===== config.mk =====
export PLATFORM = sky130hd
export DESIGN_NAME = max_pool_2x2_stream
export DESIGN_NICKNAME = d
export VERILOG_FILES = /design/src/rtl/max_pool_2x2_stream.sv
export SDC_FILE = /design/constraint.sdc
export NUM_CORES = 1
export LEC_CHECK = 0
export ABC_CLOCK_PERIOD_IN_PS = 6600
export CAP_MARGIN = 10
export CORE_ASPECT_RATIO = 0.7
export CORE_MARGIN = 1
export CORE_UTILIZATION = 30
export CTS_CLUSTER_SIZE = 16
export DETAILED_ROUTE_END_ITERATION = 12
export HOLD_SLACK_MARGIN = 0.1
export PLACE_DENSITY = 0.51
export SLEW_MARGIN = 20
export SYNTH_ARGS = -nofsm -noshare
export SYNTH_HDL_FRONTEND = slang
export SYNTH_SLANG_ARGS = --single-unit

===== constraint.sdc =====
create_clock -name clock -period 6.6 [get_ports clock]
set_clock_uncertainty 0.05 [all_clocks]
set_input_delay 0.66 -clock clock [delete_from_list [all_inputs] [get_ports clock]]
set_output_delay 0.66 -clock clock [all_outputs]
set_load 0.02 [all_outputs]

===== src/rtl/max_pool_2x2_stream.sv =====
// Streaming 2x2/stride-2 signed max-pool over SIZE independent 8-bit lanes.
// Row pairs are reduced horizontally, then vertically against a half-row line buffer.

module max_pool_lane (
    input  logic [7:0] h_reg,
    input  logic [7:0] pix,
    input  logic [7:0] lb,
    output logic [7:0] hmax,
    output logic [7:0] vmax
);
    always_comb begin
        hmax = ($signed(pix) > $signed(h_reg)) ? pix : h_reg;
        vmax = ($signed(lb) > $signed(hmax)) ? lb : hmax;
    end
endmodule

module max_pool_2x2_stream #(
    parameter int SIZE       = 4,
    parameter int IMG_WIDTH  = 8,
    parameter int IMG_HEIGHT = 8
) (
    input  logic              clock,
    input  logic              reset,
    input  logic [8*SIZE-1:0] pixel_in,
    input  logic              pixel_in_valid,
    output logic [8*SIZE-1:0] pixel_out,
    output logic              pixel_out_valid,
    output logic              frame_done
);
    localparam int HW = IMG_WIDTH / 2;
    localparam int CW = (IMG_WIDTH > 1) ? $clog2(IMG_WIDTH) : 1;
    localparam int RW = (IMG_HEIGHT > 1) ? $clog2(IMG_HEIGHT) : 1;
    localparam int BW = (HW > 1) ? $clog2(HW) : 1;

    logic [CW-1:0]       col_q, col_d;
    logic [RW-1:0]       row_q, row_d;
    logic [8*SIZE-1:0]   h_reg_q, h_reg_d;
    logic [8*SIZE-1:0]   pixel_out_q, pixel_out_d;
    logic                out_valid_q, out_valid_d;
    logic                frame_done_q, frame_done_d;
    logic [8*SIZE-1:0]   line_buf_q [HW];
    logic [BW-1:0]       lb_addr;
    logic                lb_we;
    logic [8*SIZE-1:0]   hmax, vmax;
    logic                last_col, last_row;

    assign lb_addr = BW'(col_q >> 1);

    for (genvar i = 0; i < SIZE; i++) begin : g_lane
        max_pool_lane u_lane (
            .h_reg (h_reg_q[8*i +: 8]),
            .pix   (pixel_in[8*i +: 8]),
            .lb    (line_buf_q[lb_addr][8*i +: 8]),
            .hmax  (hmax[8*i +: 8]),
            .vmax  (vmax[8*i +: 8])
        );
    end

    always_comb begin
        col_d        = col_q;
        row_d        = row_q;
        h_reg_d      = h_reg_q;
        pixel_out_d  = pixel_out_q;
        out_valid_d  = 1'b0;
        frame_done_d = 1'b0;
        lb_we        = 1'b0;
        last_col     = (col_q == CW'(IMG_WIDTH - 1));
        last_row     = (row_q == RW'(IMG_HEIGHT - 1));
        if (pixel_in_valid) begin
            if (last_col) begin
                col_d = '0;
                row_d = last_row ? '0 : row_q + RW'(1);
            end else begin
                col_d = col_q + CW'(1);
            end
            if (!col_q[0]) begin
                h_reg_d = pixel_in;
            end else if (!row_q[0]) begin
                lb_we = 1'b1;
            end else begin
                // Odd row, odd col closes a window: top half comes from the line buffer.
                pixel_out_d  = vmax;
                out_valid_d  = 1'b1;
                frame_done_d = last_col && last_row;
            end
        end
    end

    always_ff @(posedge clock or negedge reset) begin
        if (!reset) begin
            col_q        <= '0;
            row_q        <= '0;
            h_reg_q      <= '0;
            pixel_out_q  <= '0;
            out_valid_q  <= 1'b0;
            frame_done_q <= 1'b0;
        end else begin
            col_q        <= col_d;
            row_q        <= row_d;
            h_reg_q      <= h_reg_d;
            pixel_out_q  <= pixel_out_d;
            out_valid_q  <= out_valid_d;
            frame_done_q <= frame_done_d;
        end
    end

    // Not reset: every even row rewrites all entries before the odd row reads them.
    always_ff @(posedge clock) begin
        if (lb_we) line_buf_q[lb_addr] <= hmax;
    end

    assign pixel_out       = pixel_out_q;
    assign pixel_out_valid = out_valid_q;
    assign frame_done      = frame_done_q;
endmodule


Word level (Yosys, flattened, before mapping)
Memories as Yosys holds them, arrays and structs flattened.
Index checks and enable logic that the tools add are counted.
{"block": "word_totals", "reg_bits": 72, "mem_bits_rw": 128, "inputBits": 35, "output_inout_bits": 34, "word_cells": 45, "memories": 1}
{"block": "op_classes", "n_addsub": 2, "n_lt_le_gt_ge": 8, "n_eq_ne": 2, "mux": 21, "bitwise": 1, "n_reduce_logical": 4}
{"memory": "line_buf_q", "depth": 4, "word_bits": 32, "rd": 1, "rd_clocked_by_memory_dff": 0, "wr": 1, "line_no": "41", "rtl": "logic [8*SIZE-1:0] line_buf_q [HW];"}
{"op": "$gt 8x8->1", "count": 8}
{"op": "$mux 8", "count": 8}
{"op": "$mux 1", "count": 11}
{"op": "$add 3x1->3 const B", "count": 2}
{"op": "$eq 3x3->1 const B", "count": 2}
{"op": "$mux 3", "count": 2}
{"op": "$reduce_and 2->1", "count": 2}
{"op": "$reduce_and 3->1", "count": 1}
{"op": "$logic_and 1x1->1", "count": 1}
{"op": "$not 1->1", "count": 1}

Logic depth before layout (Yosys ltp)
Gate-level depths: netlist of run 1.
{"block": "logic_depth", "word_depth": 5, "mapped_depth": 17, "ltp_nobuf": 15}

Cells and area by module
From an unflattened synthesis of run 1, not the netlist that was laid out.
{"block": "unflattened", "hier_cells": 740, "hier_area_um2": 10716.5}
{"mod": "max_pool_2x2_stream", "instances": 1, "cells_per_inst": 334, "area_each_um2": 7587.3, "seq_area_each_um2": 5645.4}
{"mod": "max_pool_lane (g_lane[0].u_lane ...)", "instances": 2, "cells_per_inst": 102, "area_each_um2": 834.6, "seq_area_each_um2": 0.0}
{"mod": "max_pool_lane (g_lane[3].u_lane)", "instances": 1, "cells_per_inst": 101, "area_each_um2": 743.2, "seq_area_each_um2": 0.0}
{"mod": "max_pool_lane (g_lane[2].u_lane)", "instances": 1, "cells_per_inst": 101, "area_each_um2": 716.9, "seq_area_each_um2": 0.0}

Worst setup path before layout of run 1
Ideal clock, no wire load.
{"block": "synth_path", "path_kind": "reg-to-reg", "from": "register col_q[1]", "to": "memory line_buf_q[1][0] in the netlist's numbering, enable pin", "setup_time_ps": 513, "t_arrival_ps": 4596, "required_ps": 6037, "setup_slack_ps": 1442, "stages_incl_launch_ff": 5, "n_path_buf": 3, "period_less_slack_ps": 5158, "path_cell_list": "dfrtp_1 buf_2 buf_2 buf_2 nor4b_1"}
{"element": "start: declaration", "line_no": "35", "rtl": "logic [CW-1:0] col_q, col_d;"}
{"element": "start signal: assignment", "line_no": "98", "rtl": "col_q <= col_d;"}
{"element": "end: declaration", "line_no": "41"}
Straight into the memory's write port.

Worst setup path in the final report of run 1
{"block": "layout_path", "from": "input pixel_in[15]", "to": "register pixel_out_q[12], in the netlist pixel_out[12]"}
{"block": "layout_via", "elab_chain_len": 4}
{"element": "start: declaration", "line_no": "24", "rtl": "input logic [8*SIZE-1:0] pixel_in,"}
{"element": "$gt 8x8->1", "line_no": "12", "rtl": "hmax = ($signed(pix) > $signed(h_reg)) ? pix : h_reg;"}
{"element": "$mux 8", "line_no": "12"}
{"element": "via g_lane[1].u_lane.hmax[6]", "line_no": "8", "rtl": "output logic [7:0] hmax,"}
{"element": "$gt 8x8->1", "line_no": "13", "rtl": "vmax = ($signed(lb) > $signed(hmax)) ? lb : hmax;"}
{"element": "$mux 8", "line_no": "13"}
{"element": "end signal: assignment", "line_no": "101", "rtl": "pixel_out_q <= pixel_out_d;"}
{"element": "end: declaration", "line_no": "38", "rtl": "logic [8*SIZE-1:0] pixel_out_q, pixel_out_d;"}
The timed path passes the listed nets, and every way through them passes these cells.
A chain may end at the register's enable or synchronous reset.

==> out/metrics.yaml, run 1 <==
viasPerCell: 4.90
dr.pass1.iters: 6
syn_avg_cell_area_um2: 13.7
power_mw: 5.90
first_global_vias: 5956
cp_slowest_cell: "or4b_2"
grt_usage_pct: 13.8
ys.flop_type: "edfxtp_1"
nets: 884
outcome: "finished, final reports clean"
design.core.area_mm2: 0.0316
start_kind: "input pin"
seq_area_mm2: 0.00565
synth_top_area_share_pct: 39.4
gp_congestion: 0.761
worst_slack_ns: 1.60
vias: 5943
rsz0062_at_grt: "no"
finalSetupTns_ns: 0
htreeDepth: 4
synth_top_cell_by_area: "edfxtp_1"
syn_inst: 711
grt_max_degree: 46
rows: 54
drv_cap: 0
crit_family: "compound AO/OA/AOI/OAI gates"
async_flop_share_pct: 36.0
grt_pass1_wl_um: 34800
ys_ff_latch: 200
start_util_pct: 30.9
synth.distinct_cells: 54
fin_crit_sh_pct: 75.8
cts_inserted_buffers: 17
cp_max_fo: 14
path_cells: "clkdlybuf4s50_1, ha_1, nand4_1, a211o_1, and3_4, a31oi_4, o221a_2, inv_1, ha_1, or4b_2, a21oi_1, a31oi_1, nor2_1, a221o_1"
worst_ep_required_time_ns: 6.93
clkSlewWorstSetupHoldPaths_ns: 0.07
dp_hpwl_um: 15100
leakagePower_nw: 4.56
cts_tree: "built"
gr-total-overflow: 0
postCtsHoldBufs: 0
drt_iter0_markers: 340
worst_pin_slew_ns: 1.10
multi_input_area_mm2: 0.00374
die_y_um: 153
port_buffers: 68
cts-root-buf: "clkbuf_16"
synth-edff-count: 128
hp-class: "input pin to asynchronous set/reset pin"
crit_top_cell: "ha_1"
die_w_um: 218
critical_path_class: "input pin to flip-flop"
cp.arrival_ns: 5.33
ctsResizeCount: 0
syn2layout_area_growth_pct: 18.2
cp-end-kind: "flip-flop"
vdd_drop_max_uv: 163
die-area_mm2: 0.0333
powerDensity_mw_per_mm2: 512
netlist_area_mm2: 0.00976
fmax_ghz: 0.200
wl_per_cell_um: 17.8
maxSlewViolCount: 0
ant_nets: 0
ys_seq_area_share_pct: 57.9
cts_max_path_buffers: 2
ys_top_cells_by_area: "edfxtp_1 39%, dfrtp_1 18%, ha_1 8.7%"
place_ws_ns: 1.15
slew_headroom_pct: 26.9
clkLatencyLatePin_ns: 0.45
wirelength_um: 21600
setup_viol: 0
finalHoldViolations: 0
drc: 0
crit_buf_inv: 2
io_pins: 69
antenna_found_initial: 0
clkSinkCount: 200
syn_nets: 814
fill_cells: 3014
antenna_cells: 0
yosys_warnings: 0
fin_crit_ns: 5.00
max_stage_delay_ns: 0.66
drive_gt1_share_pct: 15.4
cts_setup_buffers: 0
## worst paths after layout
| path | start | end | slack, ns | depth (start not counted) |
|---|---|---|---|---|
| worst max register to register | h_reg_q[15] | pixel_out[12] | 1.91 | 14 |
| worst max-delay path | pixel_in[15] | pixel_out[12] | 1.60 | 14 |
| worst min-delay path | reset | h_reg_q[12] | 0.12 | 1 |
| min in group clock | pixel_out[23] | pixel_out[23] | 0.46 | 2 |
| max in group asynchronous | reset | col_q[1] | 5.42 | 2 |
| worst min register to register | pixel_out[23] | pixel_out[23] | 0.46 | 2 |
## state kept, by name (all words and copies together) (netlist names)
register and count:
col_q 3, frame_done 1, h_reg_q 32, line_buf_q 128
pixel_out 32, pixel_out_valid 1, row_q 3
## placed cells by master (no fill, tap or decap), types with 2 or more instances in the layout
cell             synthesis  routed
nand4b_1                 2       2
edfxtp_1               128     128
mux2i_1                  8       8
a21oi_1                 11      11
nand2_1                 49      49
a2111oi_0                2       2
nand2b_1                 2       2
nand4_1                 10      10
o311ai_2                 2       2
nor2b_1                  8       7
clkbuf_16                0      17
nor2_1                  15      14
inv_6                    0       5
nor3_1                   4       4
inv_1                   74      74
nand3_1                 15      15
clkinv_8                 0       2
dfrtp_1                 72      71
a211o_1                 10      10
o211ai_1                 9       9
or4b_2                   2       2
mux2_2                  25      25
a31oi_1                  9       9
a221o_1                 22      22
inv_8                    0       4
mux4_2                  32      32
clkinvlp_4               0       3
a21o_1                   4       4
o221ai_1                 2       2
o221a_2                  7       7
clkdlybuf4s50_1          0      67
and4_1                   2       2
o21a_1                   7       7
ha_1                    68      68
and3_1                  26      26
and2_1                   2       2
o21ai_0                 34      34
a2bb2oi_1                2       2
buf_4                    0      12
## power breakdown
group | switching, mW | internal [mW] | leakage, nW | total, mW
registers | 0.204 | 1.84 | 2.06 | 2.04
clock network | 0.511 | 0.505 | 0.275 | 1.02
logic | 1.60 | 1.24 | 2.23 | 2.84
## stage by stage
| stage | util, % | instance area, um^2 | hold WS (ns) | std cells |
|---|---|---|---|---|
| 6_report | 36.5 | 11500 | 0.118 | 1214 |
| 3_5_place_dp | 34.7 | 11000 | 0.450 | 1182 |
| 3_3_place_gp | 34.7 | 10900 | 0.440 | 1182 |
| 2_1_floorplan | - | 9760 | 0.314 | 711 |
| 5_1_grt | 36.5 | 11500 | 0.138 | 1214 |
| 4_1_cts | 36.5 | 11500 | 0.118 | 1214 |
## area by class of cell
class	count	share of cell area, %
Clock buffer	17	3.69
Clock inverter	15	1.32
Inverter	74	2.41
Multi-Input combinational cell	409	32.5
Sequential cell	200	49.0
Tap cell	420	4.56
Timing Repair Buffer	79	6.60
## layer usage
metal	vias to the layer above	global-route usage (%)	wire length, um
met3	15	2.81	693
li1	2872	-	-
met4	0	4.33	280
met1	2945	20.8	11400
met2	111	19.5	9280
met5	-	0	0
## cell families after synthesis
group	Yosys count	synth area share [%]
multiplexers	65	11.1
buffers and inverters	102	4.14
flip-flops	200	57.9
AND/OR/NAND/NOR	143	7.67
adder cells (fa/ha/maj)	68	8.72
AO/OA/AOI/OAI	133	10.5
## cell usage after synthesis, drive strengths merged (3+ instances only)
cell type	instances
o211ai	9
and3	27
a21o	4
a211o	10
mux2i	8
nand3	15
nor2	15
a221o	22
nand2	49
dfrtp	72
edfxtp	128
mux2	25
o221a	7
ha	68
clkbuf	20
o21ai	34
mux4	32
nand4	10
buf	8
a21oi	11
o21a	7
inv	74
or4b	3
nor3	4
nor2b	8
a31oi	10
Note: power is estimated with default switching activity, not from simulation.
==> inputs of run 2 (changes only) <==
--- a/config.mk
+++ b/config.mk
@@ -5,7 +5,7 @@
 export SDC_FILE = /design/constraint.sdc
 export NUM_CORES = 1
 export LEC_CHECK = 0
-export ABC_CLOCK_PERIOD_IN_PS = 6600
+export ABC_CLOCK_PERIOD_IN_PS = 5190
 export CAP_MARGIN = 10
 export CORE_ASPECT_RATIO = 0.7
 export CORE_MARGIN = 1
==> constraint.sdc (replaced) <==
create_clock -name clock -period 5.19 [get_ports clock]
set_clock_uncertainty 0.05 [all_clocks]
set_input_delay 0.519 -clock clock [delete_from_list [all_inputs] [get_ports clock]]
set_output_delay 0.519 -clock clock [all_outputs]
set_load 0.02 [all_outputs]
==> out/metrics.yaml, run 2 (synthesis gave the netlist of run 1 again) <==
clkSinkCount: 200
dr.pass1.iters: 5
worst_slack_ns: 0.625
port_buffers: 68
maxSlewViolCount: 0
dp_hpwl_um: 15500
outcome: "finished, final reports clean"
drv_cap: 0
critical_path_class: "input pin to flip-flop"
slew_headroom_pct: 37.7
antenna_found_initial: 0
largest_reg_flops: 128
wl_per_cell_um: 18.3
nets: 900
viasPerCell: 4.93
first_global_vias: 6220
htreeDepth: 4
cp-end-kind: "flip-flop"
fin_crit_ns: 4.57
drc: 0
met3WireLength_um: 967
die_w_um: 218
cts-root-buf: "clkbuf_16"
finalSetupTns_ns: 0
rsz0062_at_grt: "no"
multi_input_area_mm2: 0.00373
place_ws_ns: 0.145
cts_tree: "built"
grt_pass1_wl_um: 35800
hp-class: "flip-flop to flip-flop"
fin_hold_ws_ns: 0.459
gp_congestion: 0.769
cp_max_fo: 8
clkLatencyLatePin_ns: 0.45
die_y_um: 153
regMostFlops: "line_buf_q"
clkSlewWorstSetupHoldPaths_ns: 0.07
start_kind: "input pin"
design.core.area_mm2: 0.0316
cts_setup_buffers: 0
setup_viol: 0
seq_area_mm2: 0.00565
cts_max_path_buffers: 2
vdd_drop_max_uv: 262
grt_usage_pct: 14.1
fill_cells: 3035
met2_length_um: 9750
gr-total-overflow: 0
powerDensity_mw_per_mm2: 665
finalHoldViolations: 0
layout.cells.most_common: "edfxtp_1"
antenna_cells: 0
ctsResizeCount: 0
io_pins: 69
power_mw: 7.78
leakagePower_nw: 4.65
cp.arrival_ns: 4.90
post-route-util_pct: 37.1
rows: 54
die-area_mm2: 0.0333
grt_max_degree: 49
wirelength_um: 22500
routed.top_layer: "met4"
vias: 6069
drive_gt1_share_pct: 16.8
fin_crit_sh_pct: 88.0
postCtsHoldBufs: 1
most-common-layout-cells: "128 x edfxtp_1, 74 x inv_1, 70 x dfrtp_1, 68 x ha_1, 67 x clkdlybuf4s50_1"
fmax_ghz: 0.219
cts_inserted_buffers: 17
syn2layout_area_growth_pct: 19.8
start_util_pct: 30.9
worst_ep_required_time_ns: 5.53
ant_nets: 0
drt_iter0_markers: 341
wl_met1_um: 11400
worst_pin_slew_ns: 0.934
## run 2: cell types whose count changed in the layout (fill, tap and decap cells not counted), sizes merged
cell	previous run	this run
buf	12	27
inv	83	78
bufinv	0	3
clkbuf	17	19
dlygate4sd3	0	1
## run 2: worst max-delay path: stages
cell             delay [ns]
clkdlybuf4s50_1        0.45
ha_1                   0.33
a21o_1                 0.18
a2111oi_0              0.53
o221ai_1               0.24
o311ai_2               0.26
mux2_2                 0.38
inv_1                  0.06
ha_1                   0.31
or4b_2                 0.60
nor3_1                 0.15
a2bb2oi_1              0.10
nor2_1                 0.54
a221o_1                0.25
## run 2: final timing paths
kind                                from            end  slack [ns]  cells after the start
hold / removal             pixel_out[23]  pixel_out[23]        0.46                      2
min in group asynchronous          reset    h_reg_q[12]        0.47                      2
hold reg to reg            pixel_out[23]  pixel_out[23]        0.46                      2
max in group asynchronous          reset       col_q[1]        3.56                      3
setup reg to reg             h_reg_q[29]  pixel_out[29]        0.79                     14
setup / recovery            pixel_in[29]  pixel_out[29]        0.62                     14
## run 2: per-stage QoR
stage | instance area [um^2] | instances
final | 11700 | 1230
after global routing | 11700 | 1230
after global placement | 11100 | 1196
after detailed placement | 11100 | 1196
after floorplan | 9760 | 711
after CTS | 11700 | 1229
## run 2: power by group
part           switching [mW]  internal [mW]  total (mW)
combinational            2.04           1.71        3.76
sequential              0.301           2.34        2.64
clock                   0.619          0.765        1.38
## run 2: routing by layer
metal,GRT usage (%),up-vias
met5,0,-
met4,4.83,0
met3,2.73,22
met2,20.6,112
met1,20.9,3038
li1,-,2897
## run 2: final cells by class
| class | instances | area share (%) |
|---|---|---|
| flip-flops and latches | 200 | 48.3 |
| multi-input cells | 409 | 31.9 |
| repair buffers | 95 | 7.73 |
| well taps | 420 | 4.49 |
| clock buffers | 19 | 3.70 |
| inverters | 74 | 2.38 |
| clock inverters | 13 | 1.46 |
==> inputs of run 3 (changes only) <==
--- a/config.mk
+++ b/config.mk
@@ -12,6 +12,7 @@
 export CORE_UTILIZATION = 30
 export CTS_CLUSTER_SIZE = 16
 export DETAILED_ROUTE_END_ITERATION = 12
+export GPL_TIMING_DRIVEN = 0
 export HOLD_SLACK_MARGIN = 0.1
 export PLACE_DENSITY = 0.51
 export SLEW_MARGIN = 20
==> out/metrics.yaml, run 3 (synthesis gave the netlist of run 1 again) <==
outcome: "finished, final reports clean"
antenna_found_initial: 0
antenna_cells: 0
clkSlewWorstSetupHoldPaths_ns: 0.08
fin_crit_ns: 4.89
htreeDepth: 4
maxSlewViolCount: 0
fill_cells: 3043
clkLatencyLatePin_ns: 0.45
place_ws_ns: -0.219
design.core.area_mm2: 0.0316
cp-end-kind: "flip-flop"
fmax_ghz: 0.204
cts-root-buf: "clkbuf_16"
final_area_mm2: 0.0117
fin_cells: 1246
setup_viol: 0
grt_pass1_wl_um: 37300
grt_max_degree: 45
grt_usage_pct: 14.9
finalHoldViolations: 0
hp-class: "flip-flop to flip-flop"
most-common-layout-cells: "128 x edfxtp_1, 74 x inv_1, 72 x dfrtp_1, 68 x ha_1, 66 x clkdlybuf4s50_1"
die-area_mm2: 0.0333
dpl.cell_count: 1213
viasPerCell: 4.91
dp_hpwl_um: 16900
syn2layout_area_growth_pct: 20.2
rows: 54
wl_per_cell_um: 18.7
power_mw: 7.72
drt_iter0_markers: 505
leakagePower_nw: 4.68
gp_congestion: 0.752
start_kind: "input pin"
drive_gt1_share_pct: 16.0
powerDensity_mw_per_mm2: 658
ctsResizeCount: 0
largest_reg_flops: 128
port_buffers: 67
die_w_um: 218
drc: 0
ant_nets: 0
drv_cap: 0
worst_ep_required_time_ns: 5.53
clkSinkCount: 200
seq_area_mm2: 0.00565
die_y_um: 153
cts_max_path_buffers: 2
layout.cells.most_common: "edfxtp_1"
worst_pin_slew_ns: 0.872
wirelength_um: 23400
fin_crit_sh_pct: 94.3
vdd_drop_max_uv: 286
cp_max_fo: 9
start_util_pct: 30.9
cts_inserted_buffers: 17
dr.pass1.iters: 5
dpl_cell_area_mm2: 0.0111
nets: 916
vias: 6122
first_global_vias: 6362
regMostFlops: "line_buf_q"
worst_slack_ns: 0.298
critical_path_class: "input pin to flip-flop"
cp.arrival_ns: 5.23
finalSetupTns_ns: 0
slew_headroom_pct: 41.8
multi_input_area_mm2: 0.00373
cts_tree: "built"
cts_setup_buffers: 0
rsz0062_at_grt: "no"
io_pins: 69
postCtsHoldBufs: 1
gr-total-overflow: 0
## run 3: cell count changes in the layout (fill, tap and decap cells not counted), moves of 3 or more
cell,before,now
buf_4,26,5
buf_12,0,3
buf_2,0,13
clkbuf_1,2,20
## run 3: worst max-delay path, cell delays in order
cell,delay (ns)
clkdlybuf4s50_1,0.47
ha_1,0.45
nand4_1,0.19
o22a_1,0.21
buf_6,0.14
and3_4,0.18
buf_6,0.14
a31oi_4,0.31
o221a_2,0.37
inv_1,0.07
ha_1,0.31
or4b_2,0.59
a21oi_1,0.14
a31oi_1,0.27
nor2_1,0.62
a221o_1,0.26
## run 3: final timing paths
path | start | endpoint | slack [ns] | cells after the start
min in group asynchronous | reset | h_reg_q[15] | 0.58 | 2
max in group asynchronous | reset | pixel_out[27] | 3.88 | 3
max | pixel_in[15] | pixel_out[15] | 0.30 | 16
min | pixel_out[18] | pixel_out[18] | 0.46 | 2
max reg2reg | h_reg_q[15] | pixel_out[15] | 0.45 | 16
min reg2reg | pixel_out[18] | pixel_out[18] | 0.46 | 2
## run 3: where the power goes
part / leakage [nW] / internal (mW) / switching [mW] / total, mW
Sequential: 2.06 / 2.34 / 0.183 / 2.52
Clock: 0.304 / 0.783 / 0.635 / 1.42
Combinational: 2.31 / 1.61 / 2.17 / 3.78
## run 3: stage by stage
step	hold slack [ns]	util, %
CTS	0.463	37.2
finish	0.457	37.2
global route	0.486	37.2
detailed placement	0.446	35.2
global placement	0.438	34.7
floorplan	0.173	-
## run 3: cell type report
cell class,instances,share of cell area (%)
sequential,200,48.1
buffer,28,1.08
clock buffer,18,3.74
multi-input combinational,409,31.8
timing repair buffer,83,6.89
inverter,74,2.37
tap,420,4.48
clock inverter,14,1.54
## run 3: routing by layer
| layer | part of all wire [%] | GRT usage [%] |
|---|---|---|
| met4 | 0.85 | 3.69 |
| met5 | 0 | 0 |
| met1 | 53 | 22.6 |
| met2 | 43 | 21.3 |
| met3 | 3.6 | 3.34 |
